===== config.mk =====
export PLATFORM = sky130hd
export DESIGN_NAME = fe_sched_pipe
export DESIGN_NICKNAME = d
export VERILOG_FILES = /design/src/rtl/fe_sched_pipe.sv
export SDC_FILE = /design/constraint.sdc
export NUM_CORES = 2
export LEC_CHECK = 0
export BUFFER_PORTS_ARGS = -buffer_cell sky130_fd_sc_hd__buf_4
export CORE_ASPECT_RATIO = 1.5
export CORE_UTILIZATION = 40
export CTS_BUF_LIST = sky130_fd_sc_hd__clkbuf_4 sky130_fd_sc_hd__clkbuf_8
export DETAILED_ROUTE_END_ITERATION = 7
export GPL_TIMING_DRIVEN = 0
export SLEW_MARGIN = 20
export SYNTH_ARGS = -nofsm -noshare
export SYNTH_HDL_FRONTEND = slang
export SYNTH_SLANG_ARGS = --single-unit

===== constraint.sdc =====
create_clock -name clk_i -period 13.3 [get_ports clk_i]
set_clock_uncertainty 0.1 [all_clocks]
set_input_delay 2.66 -clock clk_i [delete_from_list [all_inputs] [get_ports clk_i]]
set_output_delay 2.66 -clock clk_i [all_outputs]
set_load 0.1 [all_outputs]

===== src/rtl/fe_sched_pipe.sv =====
// Forwarding engine: latency-hinted packets ride a shifting slot pipeline into an output FIFO.
// Occupied target slots make a packet slip upward; a full FIFO with slot 1 occupied stalls everything.
module fe_sched_pipe #(
  parameter int unsigned DW    = 128,
  parameter int unsigned LATW  = 2,
  parameter int unsigned SLACK = 2,
  parameter int unsigned OFD   = 4,
  parameter int unsigned MODE  = 0,
  parameter int unsigned CW    = 16
) (
  input  logic            clk_i,
  input  logic            rst_ni,
  input  logic            fwd_pkt_data_vld_i,
  input  logic [DW-1:0]   fwd_pkt_data_i,
  input  logic [LATW-1:0] fwd_pkt_lat_i,
  input  logic            fwd_pkt_dp_vld_i,
  input  logic [DW-1:0]   fwd_pkt_dp_data_i,
  output logic            fwd_pkt_rdy_o,
  output logic            fwded_pkt_data_vld_o,
  output logic [DW-1:0]   fwded_pkt_data_o,
  input  logic            fwded_pkt_rdy_i,
  output logic [CW-1:0]   slip_cnt_o,
  output logic [CW-1:0]   in_cnt_o,
  output logic [CW-1:0]   out_cnt_o
);

  localparam int unsigned NS  = 2**LATW + SLACK;
  localparam int unsigned SW  = $clog2(NS);
  localparam int unsigned PW  = (OFD > 1) ? $clog2(OFD) : 1;
  localparam int unsigned FCW = $clog2(OFD + 1);

  // Index i holds slot i+1; index 0 is the exit slot.
  logic [NS-1:0] slot_v_q, slot_v_d, post_v;
  logic [DW-1:0] slot_data_q [NS];
  logic [DW-1:0] slot_data_d [NS];

  logic [DW-1:0]  fifo_q [OFD];
  logic [PW-1:0]  rd_ptr_q, rd_ptr_d, wr_ptr_q, wr_ptr_d;
  logic [FCW-1:0] fifo_cnt_q, fifo_cnt_d;
  logic [CW-1:0]  slip_cnt_q, slip_cnt_d, in_cnt_q, in_cnt_d, out_cnt_q, out_cnt_d;

  logic          pop, push, adv, found, xfer, slip;
  logic [SW-1:0] sel;
  logic [DW-1:0] dp_eff, mix;

  assign pop    = (fifo_cnt_q != '0) && fwded_pkt_rdy_i;
  assign adv    = !slot_v_q[0] || (fifo_cnt_q < FCW'(OFD)) || pop;
  assign push   = adv && slot_v_q[0];
  assign post_v = {1'b0, slot_v_q[NS-1:1]};

  // Lowest free post-shift slot at or above the target.
  always_comb begin
    found = 1'b0;
    sel   = '0;
    for (int i = 0; i < NS; i++) begin
      if (!found && (i >= int'(fwd_pkt_lat_i)) && !post_v[i]) begin
        found = 1'b1;
        sel   = SW'(i);
      end
    end
  end

  assign fwd_pkt_rdy_o = adv && found;
  assign xfer          = fwd_pkt_data_vld_i && fwd_pkt_rdy_o;
  assign slip          = xfer && (sel != SW'(fwd_pkt_lat_i));
  assign dp_eff        = fwd_pkt_dp_vld_i ? fwd_pkt_dp_data_i : '0;
  assign mix           = (MODE == 0) ? (fwd_pkt_data_i + dp_eff) : (fwd_pkt_data_i ^ dp_eff);

  always_comb begin
    slot_v_d = slot_v_q;
    for (int i = 0; i < NS; i++) slot_data_d[i] = slot_data_q[i];
    if (adv) begin
      slot_v_d = post_v;
      for (int i = 0; i < NS - 1; i++) slot_data_d[i] = slot_data_q[i+1];
    end
    if (xfer) begin
      slot_v_d[sel]    = 1'b1;
      slot_data_d[sel] = mix;
    end
  end

  always_comb begin
    rd_ptr_d   = rd_ptr_q;
    wr_ptr_d   = wr_ptr_q;
    fifo_cnt_d = fifo_cnt_q;
    if (pop)  rd_ptr_d = (rd_ptr_q == PW'(OFD - 1)) ? '0 : rd_ptr_q + 1'b1;
    if (push) wr_ptr_d = (wr_ptr_q == PW'(OFD - 1)) ? '0 : wr_ptr_q + 1'b1;
    if (push && !pop)      fifo_cnt_d = fifo_cnt_q + 1'b1;
    else if (!push && pop) fifo_cnt_d = fifo_cnt_q - 1'b1;
    in_cnt_d   = in_cnt_q + CW'(xfer);
    out_cnt_d  = out_cnt_q + CW'(pop);
    slip_cnt_d = slip_cnt_q + CW'(slip);
  end

  always_ff @(posedge clk_i or negedge rst_ni) begin
    if (!rst_ni) begin
      slot_v_q   <= '0;
      rd_ptr_q   <= '0;
      wr_ptr_q   <= '0;
      fifo_cnt_q <= '0;
      in_cnt_q   <= '0;
      out_cnt_q  <= '0;
      slip_cnt_q <= '0;
    end else begin
      slot_v_q   <= slot_v_d;
      rd_ptr_q   <= rd_ptr_d;
      wr_ptr_q   <= wr_ptr_d;
      fifo_cnt_q <= fifo_cnt_d;
      in_cnt_q   <= in_cnt_d;
      out_cnt_q  <= out_cnt_d;
      slip_cnt_q <= slip_cnt_d;
    end
  end

  // Payload storage is qualified by the valid bits / count, so it needs no reset.
  always_ff @(posedge clk_i) begin
    for (int i = 0; i < NS; i++) slot_data_q[i] <= slot_data_d[i];
    if (push) fifo_q[wr_ptr_q] <= slot_data_q[0];
  end

  assign fwded_pkt_data_vld_o = (fifo_cnt_q != '0);
  assign fwded_pkt_data_o     = fwded_pkt_data_vld_o ? fifo_q[rd_ptr_q] : '0;
  assign slip_cnt_o           = slip_cnt_q;
  assign in_cnt_o             = in_cnt_q;
  assign out_cnt_o            = out_cnt_q;

endmodule


After elaboration in Yosys (flattened, before gate mapping)

Memories as Yosys holds them, arrays and structs flattened.
Index checks and enable logic that the tools add are counted.

Bits in registers: 61
Bits in writable memories: 1280
Word-level logic and storage cells: 88
Memories: 2

Memory list:

| memory      | depth | width | rd ports | clocked after memory_dff | write ports | line | RTL |
|---|---|---|---|---|---|---|---|
| slot_data_q | 6     | 128   | 6        | 0                        | 6           | 34   | `logic [DW-1:0] slot_data_q [NS];` |
| fifo_q      | 4     | 128   | 1        | 0                        | 1           | 37   | `logic [DW-1:0] fifo_q [OFD];` |

Add/sub/neg operators: 8
Magnitude comparators: 8
Equal/unequal tests: 3
Muxes and demuxes: 27
Bitwise logic cells: 2
Reduce and logical (&&, ||, !) cells: 31

Operators with widths:

| operator              | number |
|---|---|
| $bwmux W768           | 1 |
| $mux W768             | 1 |
| $mux W640             | 1 |
| $demux W128 S3        | 1 |
| $mux W128             | 3 |
| $add A128 B128 Y128   | 1 |
| $add A16 B1 Y16       | 3 |
| $logic_and A1 B1 Y1   | 15 |
| $logic_not A1 Y1      | 12 |
| $mux W3               | 4 |
| $mux W6               | 2 |
| $mux W1               | 9 |
| $mux W2               | 4 |
| $or A6 B6 Y6          | 1 |
| $add A2 B1 Y2 const B | 2 |
| $eq A2 B2 Y1 const B  | 2 |
| $ge A1 B2 Y1 const A  | 2 |
| $ge A4 B4 Y1 const B  | 1 |
| $lt A3 B4 Y1 const B  | 1 |
| $lt A4 B1 Y1 const B  | 1 |
| $not A3 Y4            | 1 |
| $add A3 B1 Y3 const B | 1 |
| $demux W1 S3          | 1 |
| $ge A3 B1 Y1 const B  | 1 |
| 7 further kinds       | 8 |

Depth between registers and ports, before layout

Word-level depth: 25
Gate-level depth with buffers: 17
Gate-level depth less buffers: 13

Worst setup path after synthesis

No wires, ideal clock.

Path kind: input-to-reg
Start point: input port fwd_pkt_lat_i[1]
End point: register (tool-made name)
Library setup time: 617 ps
Arrival: 8710 ps
Slack: 3873 ps
Stages on the path: 7
Buffers on the path: 1
Cell sequence: clkbuf_1 o21ai_0 a21oi_1 nand2_1 inv_1 nand2_1 nor2_1

RTL lines:

| element     | line | RTL |
|---|---|---|
| from (decl) | 15   | `input logic [LATW-1:0] fwd_pkt_lat_i,` |

Final worst setup path

Start point: input port fwded_pkt_rdy_i
End point: output port fwd_pkt_rdy_o

Cells in the longest elaborated chain, start to end: 2

Ends and longest elaborated chain:

| element             | line | RTL |
|---|---|---|
| from (decl)         | 21   | `input logic fwded_pkt_rdy_i,` |
| $logic_and A1 B1 Y1 | 46   | `assign pop = (fifo_cnt_q != '0) && fwded_pkt_rdy_i;` |
| $logic_or A1 B1 Y1  | 47   | `assign adv = !slot_v_q[0] \|\| (fifo_cnt_q < FCW'(OFD)) \|\| pop;` |
| to (decl)           | 18   | `output logic fwd_pkt_rdy_o,` |

No other way between the ends.

==> impl_results.md <==
* I/O Buffers at 439
* Fin crit share at 62.3%
* CP required at 10.54 ns
* Synth Area in Adders at 2.88%
* Seq/Total Area, Yosys at 54.3%
* Drc violations at 0
* RSZ-0062 raised after global routing: no
* Outcome: completed
* Layout cells sized above 1 at 14.6%
* Die width at 323 um
* Clock tree sinks at 1341
* Crit. End Element: output pin
* EDFF count, synth at 640
* Clock Pin Slew Worst Setup and Hold Paths at 0.07 ns
* Syn Inst Count at 6214
* Drt wl/cell at 22.9 um
* # rows at 176
* Pwr dens at 254 nW/um^2
* Cts hold-fix bufs at 0
* Synth Area per Inst at 9.95 um^2
* Met2 WL at 102000 um
* Peak VDD IR at 0.000330 V
* Initial Utilization at 40.3%
* Vias in the first global route at 48600
* Met1 WL at 83500 um
* H-tree levels at 4
* TritonRoute pass-1 iters at 6
* Hpwl dp at 165000 um
* Post-CTS setup buffers at 0
* Hold Path Class: reg2reg
* Antenna violations before repair at 7
* Post-synthesis cell type count at 85
* Die Span Y at 483 um
* Largest net degree at the start of global routing at 62
* Final Critical Period at 8.29 ns
* Max layer used: met5
* Synth top area share at 31.1%
* First-pass GRT wire length at 307000 um
* Leakage power at 29.1 nW
* Nets at 7281
* Routed vias/inst at 5.46
* CTS tree: done
* Compound-Gate Fraction of Synth Area at 12.8%
* CP Data Arrival Time at 5.53 ns
* Iter 0 DRT Violations at 3859
* DR WL met3 at 11800 um
* Slew HR at 17.6%
* Area Growth Syn to Fin at 17.5%
* Total CTS buffers at 198
* Fmax at 121 MHz
* Setup crit start kind: input pin
* Mux share of post-synthesis cell area at 5.67%
* Fin. Hold Viols at 0
* Async SR Flop Fraction at 4.55%
* Synth area leaders: edfxtp_1 (31%), dfxtp_1 (21%), nand2_1 (7.8%)
* Max-cap violation count at 0
* Total power draw at 18.4 mW
* Final Setup Violations at 0
* WS Path Type: in2out
* Die area at 156000 um^2
* Setup TNS at 0 ns
* #FFs+latches synth at 1341
* I/O pin count at 441
* Ys Warns at 0
* Mapped Nets at 6618
* ANT nets after route at 0
* Post-synth top flop: edfxtp_1
* CTS root buf: clkbuf_8
* Post_cts resized at 0
* Synth area leader: edfxtp_1
* Worst-Margin Slew at 1.23 ns
* Crit-path max FO at 10
* Xor/xnor share of the synthesized area at 2.38%
* Clk buf depth at 3
* Core area at 153000 um^2
* Overflow after GRT at 0
* Final GP Congestion at 0.980
* Vias post-DR at 49600
* Total Wirelength at 209000 um
* Final Max Slew Viols at 0
* Clk_lat worst skew at 0.92 ns
* Main combinational cell family by area after synthesis: simple AND/OR/NAND/NOR gates
* Post-synthesis simple-gate area fraction at 18.7%
* Synth Cell Area at 61800 um^2
* GRT Total Usage at 26.2%
## cell usage after synthesis (all sizes together) (111+ instances only)
library cell and instances:
nand2 1290, dfxtp 640, edfxtp 640, a21oi 579, clkbuf 371, nor2 358
and2 338, and3 304, a31oi 228, o21ai 194, ha 139, mux4 129
inv 123, xnor2 111
## critical path: stages
cell,delay (ns)
buf_4,0.08
nor2_1,0.12
inv_1,0.21
clkbuf_1,0.79
clkbuf_1,0.60
clkbuf_1,0.58
buf_4,0.43
## through the flow
| stage | instances | worst slack, ns | cell area [um^2] | util, % | hold slack [ns] |
|---|---|---|---|---|---|
| CTS | 9093 | 5.00 | 72600 | 47.4 | 0.367 |
| floorplan | 6214 | 3.87 | 61800 | - | 0.348 |
| global placement | 8700 | 0.429 | 67700 | 44.2 | 0.357 |
| global route | 9094 | 5.00 | 72600 | 47.4 | 0.378 |
| detailed placement | 8724 | 4.82 | 68300 | 44.6 | 0.360 |
| finish | 9095 | 5.01 | 72600 | 47.4 | 0.364 |
## cell type report
type                    count  area [um^2]
multi-input cells        4339        26400
well taps                2047         2560
clock inverters            62          563
inverters                 123          462
fillers                 14600        80600
plain buffers             411         1570
flip-flops and latches   1341        33600
diodes                      2         5.00
repair buffers            463         3780
clock buffers             307         3710
## cell families (layout without fill, tap and decap cells)
logic type,after synthesis,count (layout)
AND/OR/NAND/NOR,2517,2517
multiplexers,189,189
AO/OA/AOI/OAI,1326,1326
XOR/XNOR,166,166
flip-flops,1341,1341
adder cells (fa/ha/maj),141,141
other,0,2
buffers and inverters,534,1366
## power by group
part / internal (mW) / switching, mW / leakage (nW) / total, mW
clock: 1.93 / 1.63 / 2.26 / 3.56
combinational: 2.37 / 5.57 / 14.8 / 7.95
sequential: 6.05 / 0.874 / 12.0 / 6.93
## path summary, 6_finish.rpt
check / startpoint / end / slack [ns] / depth (start not counted)
worst max-delay path: fwded_pkt_rdy_i / fwd_pkt_rdy_o / 5.01 / 7
worst min-delay path: slot_data_q[2][6] / slot_data_q[1][6] / 0.36 / 2
worst max register to register: slot_v_q[0] / slot_data_q[3][59] / 8.44 / 12
worst min register to register: slot_data_q[2][6] / slot_data_q[1][6] / 0.36 / 2
max in group asynchronous: rst_ni / rd_ptr_q[1] / 10.76 / 1
min in group asynchronous: rst_ni / in_cnt_o[0] / 1.76 / 1
## routing by layer
layer	vias up	GRT usage [%]
met5	-	0
met1	24100	32.0
li1	23400	-
met2	1680	44.6
met4	2	13.2
met3	406	4.31
## placed cells by master, fill, tap and decap left out, types with 9 or more instances in the layout
master,netlist,routed
clkinv_1,0,23
inv_1,123,123
o21bai_1,37,37
dfrtp_1,61,61
clkbuf_8,0,225
a31oi_1,228,228
buf_4,0,440
dfxtp_1,640,640
nor4_1,15,14
a211oi_1,83,83
o31ai_1,11,11
xor2_1,54,53
xnor2_2,1,15
buf_1,31,29
buf_16,0,9
nand4_1,79,79
nor2_1,358,355
or2_2,14,14
nand2_1,1288,1288
buf_12,0,10
nand3_1,44,44
clkinv_2,0,13
mux4_2,129,129
or3_1,14,14
clkbuf_1,370,364
mux2i_1,58,58
o211ai_1,10,10
buf_2,9,13
nor3_1,39,37
ha_1,139,139
a21o_1,64,64
and2_1,337,337
edfxtp_1,640,640
a21oi_1,578,578
o21a_1,30,30
xnor2_1,110,96
and3_1,304,300
o21ai_0,188,187
clkbuf_4,0,82
## state kept, by name, indices dropped and copies added, names as in the netlist, named ones only
register / count
wr_ptr_q: 2
slot_v_q: 6
in_cnt_o: 16
out_cnt_o: 16
rd_ptr_q: 2
slot_data_q: 640
fifo_cnt_q: 3
slip_cnt_o: 16
fifo_q: 512
Power figures use the tool's default switching activity.
